**config.mk**
```make
export PLATFORM = sky130hd
export DESIGN_NAME = alu_core
export DESIGN_NICKNAME = d
export VERILOG_FILES = /design/src/rtl/alu_core.sv
export SDC_FILE = /design/constraint.sdc
export NUM_CORES = 1
export LEC_CHECK = 0
export CAP_MARGIN = 15
export CORE_ASPECT_RATIO = 0.9
export CORE_MARGIN = 1.5
export CORE_UTILIZATION = 55
export CTS_BUF_LIST = sky130_fd_sc_hd__clkbuf_4 sky130_fd_sc_hd__clkbuf_8 sky130_fd_sc_hd__clkbuf_16
export DETAILED_ROUTE_END_ITERATION = 8
export PLACE_DENSITY_LB_ADDON = 0.05
export SETUP_SLACK_MARGIN = 0.3
export SLEW_MARGIN = 25
export SYNTH_ARGS = -nofsm -noshare
export SYNTH_HDL_FRONTEND = slang
export SYNTH_SLANG_ARGS = --single-unit
```
**constraint.sdc**
```tcl
create_clock -name clk -period 3.8 [get_ports clk]
set_input_delay 0.38 -clock clk [delete_from_list [all_inputs] [get_ports clk]]
set_output_delay 0.38 -clock clk [all_outputs]
set_load 0.02 [all_outputs]
```
**src/rtl/alu_core.sv**
```systemverilog
// 8-bit ALU stage behind the BI input register: binary add, logic ops and shift-right,
// plus a two-step decimal add/subtract sequence paced by a start/busy/done handshake.
module alu_core #(
  parameter int WIDTH = 8
) (
  input  logic             clk,
  input  logic             rst_n,
  input  logic             start,
  input  logic [2:0]       op_sel,
  input  logic [WIDTH-1:0] ai_data,
  input  logic [WIDTH-1:0] bi_data,
  input  logic             carry_in,
  input  logic             dec_en,
  input  logic             dec_sub,
  output logic [WIDTH-1:0] add_data,
  output logic             acr,
  output logic             avr,
  output logic             hc,
  output logic             busy,
  output logic             done
);

  typedef enum logic [1:0] {
    IDLE  = 2'b00,
    CALC  = 2'b01,
    DCORR = 2'b10
  } state_t;

  typedef enum logic [2:0] {
    OP_SUM = 3'b000,
    OP_AND = 3'b001,
    OP_OR  = 3'b010,
    OP_EOR = 3'b011,
    OP_SR  = 3'b100
  } op_t;

  localparam logic [WIDTH:0] ADJ_LO   = (WIDTH+1)'(6);
  localparam logic [WIDTH:0] ADJ_HI   = (WIDTH+1)'(96);
  localparam logic [WIDTH:0] BCD_MAX  = (WIDTH+1)'(153);

  state_t           state;

  // Operands captured at acceptance so upstream registers may change mid-operation.
  logic [WIDTH-1:0] a_q;
  logic [WIDTH-1:0] b_q;
  logic             cin_q;
  logic [2:0]       op_q;
  logic             dec_q;
  logic             sub_q;

  logic [WIDTH:0]   sum_full;
  logic [4:0]       low_nib;
  logic [WIDTH-1:0] calc_res;
  logic             calc_acr;
  logic             calc_avr;
  logic             calc_hc;
  logic             calc_dec;

  logic [WIDTH:0]   dadj;
  logic [WIDTH-1:0] corr_res;
  logic             corr_acr;

  // Binary stage, evaluated from the latched operands.
  always_comb begin
    // NOTE: every output of this block gets a default first, so no path leaves a latch behind.
    calc_res = '0;
    calc_acr = 1'b0;
    calc_avr = 1'b0;
    calc_hc  = 1'b0;
    sum_full = {1'b0, a_q} + {1'b0, b_q} + {{WIDTH{1'b0}}, cin_q};
    low_nib  = {1'b0, a_q[3:0]} + {1'b0, b_q[3:0]} + {4'b0000, cin_q};
    case (op_q)
      OP_SUM: begin
        calc_res = sum_full[WIDTH-1:0];
        calc_acr = sum_full[WIDTH];
        calc_hc  = low_nib[4];
        calc_avr = (a_q[WIDTH-1] == b_q[WIDTH-1]) &&
                   (sum_full[WIDTH-1] != a_q[WIDTH-1]);
      end
      OP_AND: calc_res = a_q & b_q;
      OP_OR:  calc_res = a_q | b_q;
      OP_EOR: calc_res = a_q ^ b_q;
      OP_SR: begin
        calc_res = {cin_q, a_q[WIDTH-1:1]};
        calc_acr = a_q[0];
      end
      default: ;
    endcase
    calc_dec = (op_q == OP_SUM) && dec_q;
  end

  // BCD correction applied to the registered binary sum and its flags.
  always_comb begin
    // NOTE: blocking assignments here are deliberate; each adjustment builds on the previous one.
    dadj     = {1'b0, add_data};
    corr_acr = acr;
    if (!sub_q) begin
      if (hc || (add_data[3:0] > 4'd9)) dadj = dadj + ADJ_LO;
      if (acr || (dadj > BCD_MAX)) begin
        dadj     = dadj + ADJ_HI;
        corr_acr = 1'b1;
      end
    end else begin
      if (!hc)  dadj = dadj - ADJ_LO;
      if (!acr) dadj = dadj - ADJ_HI;
    end
    corr_res = dadj[WIDTH-1:0];
  end

  always_ff @(posedge clk or negedge rst_n) begin
    // NOTE: reset clears the operand latches too, so an aborted operation leaves no stale state.
    if (!rst_n) begin
      state    <= IDLE;
      a_q      <= '0;
      b_q      <= '0;
      cin_q    <= 1'b0;
      op_q     <= 3'b000;
      dec_q    <= 1'b0;
      sub_q    <= 1'b0;
      add_data <= '0;
      acr      <= 1'b0;
      avr      <= 1'b0;
      hc       <= 1'b0;
      busy     <= 1'b0;
      done     <= 1'b0;
    end else begin
      done <= 1'b0;
      case (state)
        IDLE: begin
          if (start) begin
            a_q   <= ai_data;
            b_q   <= bi_data;
            cin_q <= carry_in;
            op_q  <= op_sel;
            dec_q <= dec_en;
            sub_q <= dec_sub;
            busy  <= 1'b1;
            state <= CALC;
          end
        end
        CALC: begin
          add_data <= calc_res;
          acr      <= calc_acr;
          avr      <= calc_avr;
          hc       <= calc_hc;
          if (calc_dec) begin
            state <= DCORR;
          end else begin
            busy  <= 1'b0;
            done  <= 1'b1;
            state <= IDLE;
          end
        end
        DCORR: begin
          // Overflow and half carry keep their binary-stage values.
          add_data <= corr_res;
          acr      <= corr_acr;
          busy     <= 1'b0;
          done     <= 1'b1;
          state    <= IDLE;
        end
        default: begin
          busy  <= 1'b0;
          state <= IDLE;
        end
      endcase
    end
  end

endmodule
```
Yosys cells after proc, flatten, opt, wreduce, memory -nomap -nowiden
Index checks and enable logic that the tools add are counted.
- $add $sub $neg: 8
- order comparisons: 2
- equality and inequality tests: 12
- multiplexer cells: 23
- bitwise logic cells: 3
- reduce and logical (&&, ||, !) cells: 10
- operator list (operator ; count):
    $mux W8 ; 5
    $pmux W8 S5 ; 1
    $mux W9 ; 2
    $pmux W8 S2 ; 1
    $add A8 B3 Y9 const B ; 1
    $add A8 B8 Y9 ; 1
    $add A9 B1 Y9 ; 1
    $gt A9 B8 Y1 const B ; 1
    $add A8 B7 Y8 const B ; 1
    $and A8 B8 Y8 ; 1
    $ne A2 B2 Y1 const B ; 4
    $or A8 B8 Y8 ; 1
    $pmux W1 S2 ; 4
    $sub A8 B3 Y8 const B ; 1
    $sub A8 B7 Y8 const B ; 1
    $xor A8 B8 Y8 ; 1
    $mux W1 ; 7
    $eq A3 B2 Y1 const B ; 2
    $add A4 B4 Y5 ; 1
    $add A5 B1 Y5 ; 1
    $gt A4 B4 Y1 const B ; 1
    $mux W2 ; 2
    $pmux W2 S2 ; 1
    $reduce_and A2 Y1 ; 2
    12 further kinds ; 14
- register bits: 37
- input port bits: 25
- output and inout bits: 13
- word-level logic and storage cells: 71

Longest topological paths before layout
Gate-level depths: netlist of run 1.
- depth after elaboration: 9
- gate-level depth with buffers: 12
- depth with buffers taken out: 11

Worst setup path before layout of run 1
Ideal clock, no wire load.
- path type: register to register
- start point: register add_data[1]
- end point: register add_data[5]
- library setup time: 0.087 ns
- arrival: 2.970 ns
- data required time: 3.713 ns
- slack: 0.744 ns
- stages on the path, launching flop included: 12
- buffers on the path: 1
- period minus slack after synthesis: 3.056 ns
- path through: dfrtp_1 clkbuf_1 inv_1 ha_1 nor3_1 xor2_1 inv_1 ha_1 and4_4 or4_1 or4_1 o211ai_1
- cells in the longest elaborated chain, start to end: 9
- elaborated cells between the ends (all ways): 16
- classes of those cells: add/sub: 4; order compare: 2; mux: 8; reduce/logical: 2
- RTL lines (item ; line ; text):
    start: declaration ; 15 ; output logic [WIDTH-1:0] add_data,
    start signal: assignment ; 142 ; add_data <= calc_res;
    start signal: assignment ; 156 ; add_data <= corr_res;
    branches (longest 7 deep; another with $add A8 B3 Y9) ; -- ;
    $mux W8 (*) ; 97 ; if (!sub_q) begin
    $pmux W8 S2 (*) ; 128 ; case (state)
Every way passes the cells marked *. The select of a mux whose other input is x is not followed.
A chain may end at the register's enable or synchronous reset.

Worst setup path in the final report of run 1
Same ends and word-level chain as after synthesis.

==> impl_results.md, run 1 <==
* Avg Cell Area, Syn at 8.94 µm²
* DRT Wirelength at 6970 µm
* Hold_buf cts at 0
* CTS tree: done
* DRT antenna net count at 0
* First-pass GRT wire length at 11800 µm
* Achievable clock frequency at 320 MHz
* Placed insts at 423
* Worst skew pair latency at 300 ps
* R2R Path End: add_data[5]
* Vias per cell at 6.07
* Max FO, Critical Path at 16
* Area delta synth->final at 16.1%
* Xor/xnor share of the synthesized area at 4.21%
* Top-area cell type share of the netlist area at 30.6%
* Setup crit end kind: flop
* Multi-input logic area at 1880 µm²
* WL met3 at 372 µm
* Initial core utilization at 57.3%
* Routed length per instance at 16.2 µm
* DRC Markers at 0
* Hold WC Path Type: in -> async
* Dominant cells by area after synthesis: dfrtp_1, ha_1, inv_1
* Number of setup buffers added after CTS at 0
* Post-synth EDFFs at 0
* Power density over the cells at 1000 nW/µm²
* Max rail drop VDD at 0.000560 V
* CTS Buffer Depth at 2
* CP Class: reg -> reg
* Largest net degree at the start of global routing at 38
* CP Data Required Time at 4020 ps
* Pleak at 0.00155 µW
* Height of the die at 73.4 µm
* Origin of the critical flop-to-flop path: add_data[1]
* Top_reg_cell synth: dfrtp_1
* Vias in the first global route at 2465
* Final Max Slew Viols at 0
* Row count at 25
* Seq/Total Area, Yosys at 30.6%
* FF/Latch Area at 926 µm²
* N_diodes at 0
* Share of layout cells above drive strength 1 at 7.69%
* Die W at 81.2 µm
* Post-synthesis compound-gate area fraction at 19.1%
* R2R depth at 10
* Synth area leader: dfrtp_1
* Die footprint at 5970 µm²
* Final Cycle Share at 82.1%
* Relative slew slack at 37.3%
* GRT Util Overall at 26.0%
* Htree depth at 2
* Hold Fails Final Rpt at 0
* I/O pin count at 38
* Final Wtd Congestion at 1.02
* Utilization after layout at 66.6%
* Mapped Area at 3030 µm²
* Ordered list of cells on the worst path: inv_1, ha_1, nor3_1, xor2_1, inv_1, ha_1, and4_4, or4_1, or4_1, o211ai_1
* Post-Syn Instances at 339
* Tightest Pin Transition at 938 ps
* Dpl hpwl at 5000 µm
* Status: completed
* Syn Nets at 390
* Post-Route M1 WL at 3390 µm
* Most common cell in the netlist: dfrtp_1
* Largest family of logic cells by synthesized area: compound AO/OA/AOI/OAI gates
* Post-CTS Resized at 0
* Post-synth top cells: dfrtp_1, inv_1, ha_1
* Startpoint types: flop
* Initial antenna violation count at 0
* Max Used Layer: met4
* Multiplexer share of the synthesized area at 13.0%
* Final min period at 3120 ps
* Core area at 5290 µm²
* Clk_skew at 2.81 ps
* Simple-gate portion of the synthesized area at 14.5%
* Worst path slowest cell: dfrtp_1
* TritonRoute pass-1 iters at 4
* Fill cells at 439
* IO buf count at 37
* Final std cells w/o fill at 431
* Clock root buffer: clkbuf_8
* Unrepaired setup endpoints after global routing: no
* Grt total ovfl at 0
* CP peak stage delay at 650 ps
* Post-synth ARST share at 100%
* Max Cap Viol at 0
* Nets at 414
* Setup slack, reg-to-reg at 680 ps
* Inserted Clock Buffers at 5
* Met2 routed WL at 3110 µm
* Synthesized flop and latch total at 37
* Clk sinks at 37
* Vias at 2618
* DRT iter0 DRCs at 212
* Synth cell types at 57
* Yosys warning count at 0
* Clock-pin transition on the worst setup and hold timing paths at 80 ps
* Critical Path AT at 3340 ps
* Setup TNS at 0 ps
* Setup violations, final at 0
* Area share of fa/ha/maj cells after synthesis at 11.2%
[metrics by stage]
stage               total power [µW]  hold slack (ps)  setup slack [ps]  instance area (µm²)
global placement                3090              504               817                 3400
global route                    3860              256               495                 3520
floorplan                       2580             84.4               744                 3030
CTS                             3530              211               704                 3520
detailed placement              3140              513               737                 3400
finish                          3540              178               679                 3520
[where the power goes]
group / total (µW) / switching, µW / internal, µW / leakage (µW)
Combinational: 2200 / 1150 / 1050 / 0.00104
Clock: 371 / 157 / 214 / 0.0000574
Sequential: 961 / 381 / 580 / 0.000448
Total: 3540 / 1690 / 1840 / 0.00155
[layout make-up]
cell class / count / share of cell area [%]
clock buffers: 6 / 2.35
inverters: 38 / 4.05
well taps: 67 / 2.38
repair buffers: 37 / 10.4
multi-input cells: 244 / 53.4
clock inverters: 2 / 1.07
flip-flops and latches: 37 / 26.3
[sequential cells by signal, summed over array words and instances, names as in the netlist]
signal,cells
a_q,8
acr,1
add_data,8
avr,1
b_q,8
busy,1
cin_q,1
dec_q,1
done,1
hc,1
op_q,3
state,2
sub_q,1
[critical path, delay by kind of cell, from the launching register on]
family | cells | cell delay [ps]
compound gates | 1 | 100
xor+xnor | 1 | 250
fa+ha+maj | 2 | 520
buf+inv | 2 | 270
flops | 1 | 650
simple gates | 4 | 1250
[worst max-delay path by stage]
stage | from | end | slack, ps | cells past startpoint
4_1_cts | add_data[1] | add_data[5] | 700 | 10
5_1_grt | add_data[1] | add_data[5] | 490 | 10
3_3_place_gp | add_data[1] | add_data[5] | 820 | 10
3_5_place_dp | add_data[1] | add_data[5] | 740 | 10
2_1_floorplan | add_data[1] | add_data[5] | 740 | 11
6_report | add_data[1] | add_data[5] | 680 | 10
[metal layers]
layer / global-route usage, % / vias to the layer above
met2: 39.7 / 90
li1: - / 1279
met5: 0 / -
met3: 4.22 / 10
met4: 8.24 / 0
met1: 37.5 / 1239
[cells by family after synthesis]
family                   count (synthesis)
AO/OA/AOI/OAI                           86
XOR/XNOR                                13
adder cells (fa/ha/maj)                 26
buffers and inverters                   58
flip-flops                              37
multiplexers                            34
AND/OR/NAND/NOR                         85
[cell usage in the layout, fill, tap and decap left out, drive strengths merged, types with 5 or more instances in the layout]
master	n
a211oi	5
a21oi	19
a31oi	6
and3	5
clkbuf	6
clkdlybuf4s50	36
dfrtp	37
ha	24
inv	38
mux2	23
mux2i	9
nand2	17
nand2b	7
nand3	8
nor2	20
nor2b	5
nor3	6
o21ai	18
o311ai	7
xnor2	7
xor2	5
No activity file was read; power rests on OpenSTA's default activity.
==> run 2, diff against run 1 <==
Clock period 3.8 ns to 3.27 ns, I/O delays scaled along.
==> run 2 against run 1 <==
Compared with the run above:
- design area grew 0.53%
- total power grew 16%
- sequential cell count is the same
- setup slack lost 160 ps
- critical path depth is the same
- global-route usage shrank 0.99 points
- sequential share of layout area shrank 0.069 points
- sequential power grew 13%
- worst hold slack lost 45 ps
- largest cell class unchanged
- highest routed layer unchanged
==> impl_results.md, run 2 (same netlist as run 1, synthesis figures left out) <==
* Setup violations, final at 0
* Setup crit end kind: flop
* Min setup slack post-route at 523 ps
* Grt total ovfl at 0
* Die footprint at 5970 µm²
* First-pass GRT wire length at 11500 µm
* Final Max Slew Viols at 0
* Final Cycle Share at 84.0%
* DRT antenna net count at 0
* IO buf count at 37
* Tightest Pin Transition at 903 ps
* CP Data Required Time at 3470 ps
* Setup WS pre-CTS at 467 ps
* DRT Wirelength at 6830 µm
* Clk sinks at 37
* Vias in the first global route at 2466
* Vias at 2597
* Initial core utilization at 57.3%
* CTS Buffer Depth at 2
* Status: completed
* Top Registers: a_q (8), add_data (8), b_q (8)
* CTS tree: done
* Met2 routed WL at 3050 µm
* Clk_skew at 8.00 ps
* Startpoint types: flop
* Relative slew slack at 39.7%
* Initial antenna violation count at 0
* Setup slack, reg-to-reg at 520 ps
* Critical Path AT at 2950 ps
* Tot Pwr at 4090 µW
* Area delta synth->final at 16.7%
* Vias per cell at 6.00
* Commonest non-fill, non-tap cells in the layout: inv_1, clkdlybuf4s50_1, dfrtp_1, ha_1, nor2_1
* Largest net degree at the start of global routing at 38
* Post-Route M1 WL at 3270 µm
* WL met3 at 419 µm
* Core area at 5290 µm²
* Share of layout cells above drive strength 1 at 9.29%
* Height of the die at 73.4 µm
* Max Used Layer: met4
* Hold Fails Final Rpt at 0
* Max Cap Viol at 0
* Htree depth at 2
* Final Wtd Congestion at 0.995
* Final min period at 2750 ps
* Max FO, Critical Path at 7
* Clock-pin transition on the worst setup and hold timing paths at 80 ps
* Achievable clock frequency at 364 MHz
* Row count at 25
* Clock root buffer: clkbuf_8
* Max rail drop VDD at 0.000644 V
* Hold WC Path Type: in -> async
* Unrepaired setup endpoints after global routing: no
* N_diodes at 0
* R2R depth at 10
* Nets at 417
* CP Class: reg -> reg
* Inserted Clock Buffers at 5
* TritonRoute pass-1 iters at 4
* Hold_buf cts at 0
* Final std cells w/o fill at 433
* Power density over the cells at 1160 nW/µm²
* GRT Util Overall at 25.0%
* Die W at 81.2 µm
* I/O pin count at 38
* DRT iter0 DRCs at 198
* Setup TNS at 0 ps
* Routed length per instance at 15.8 µm
* Placed insts at 425
* Worst skew pair latency at 290 ps
* Origin of the critical flop-to-flop path: add_data[2]
* DRC Markers at 0
* Dpl hpwl at 5110 µm
* Pleak at 0.00156 µW
* R2R Path End: add_data[5]
==> run 2: metal layers <==
| metal | up-vias | GRT usage, % |
|---|---|---|
| li1 | 1274 | - |
| met3 | 10 | 4.47 |
| met5 | - | 0 |
| met1 | 1232 | 35.6 |
| met2 | 81 | 38.9 |
| met4 | 0 | 7.09 |
==> run 2: cell type report <==
| cell class | count | area [µm²] |
|---|---|---|
| clock buffers | 5 | 68.8 |
| repair buffers | 40 | 388 |
| well taps | 67 | 83.8 |
| fillers | 439 | 1750 |
| multi-input cells | 244 | 1890 |
| clock inverters | 2 | 35.0 |
| flip-flops and latches | 37 | 928 |
| inverters | 38 | 143 |
==> run 2: worst max-delay path, cell delays in order, from the launching register on <==
cell      delay [ps]
dfrtp_2          440
inv_1             60
ha_1             220
nor3_2           200
xor2_1           260
inv_1            130
ha_1             250
and4_4           170
or4_1            440
or4_1            400
o211ai_1         100
==> run 2: worst max path at each step <==
| stage | cells after the start | endpoint | startpoint |
|---|---|---|---|
| 6_report | 10 | add_data[5] | add_data[2] |
| 2_1_floorplan | 11 | add_data[5] | add_data[1] |
| 3_3_place_gp | 10 | add_data[5] | add_data[2] |
| 5_1_grt | 10 | add_data[5] | add_data[2] |
| 4_1_cts | 10 | add_data[5] | add_data[2] |
| 3_5_place_dp | 10 | add_data[5] | add_data[2] |
==> run 2: where the power goes <==
group | internal, µW | total (µW) | switching, µW
Clock | 222 | 385 | 163
Combinational | 1240 | 2620 | 1380
Sequential | 677 | 1090 | 410
==> run 2: per-stage QoR <==
stage          utilization, %  hold WS (ps)  cell area [µm²]
2_1_floorplan               -          31.4             3030
3_3_place_gp             64.6           479             3410
3_5_place_dp             64.6           478             3410
4_1_cts                  66.5           168             3520
5_1_grt                  66.9           204             3540
6_report                 66.9           133             3540
==> run 2: repair_timing <==
action	4_1_cts	5_1_grt
resized for setup	0	4
endpoints found under the setup margin	0	2
setup buffers	0	1
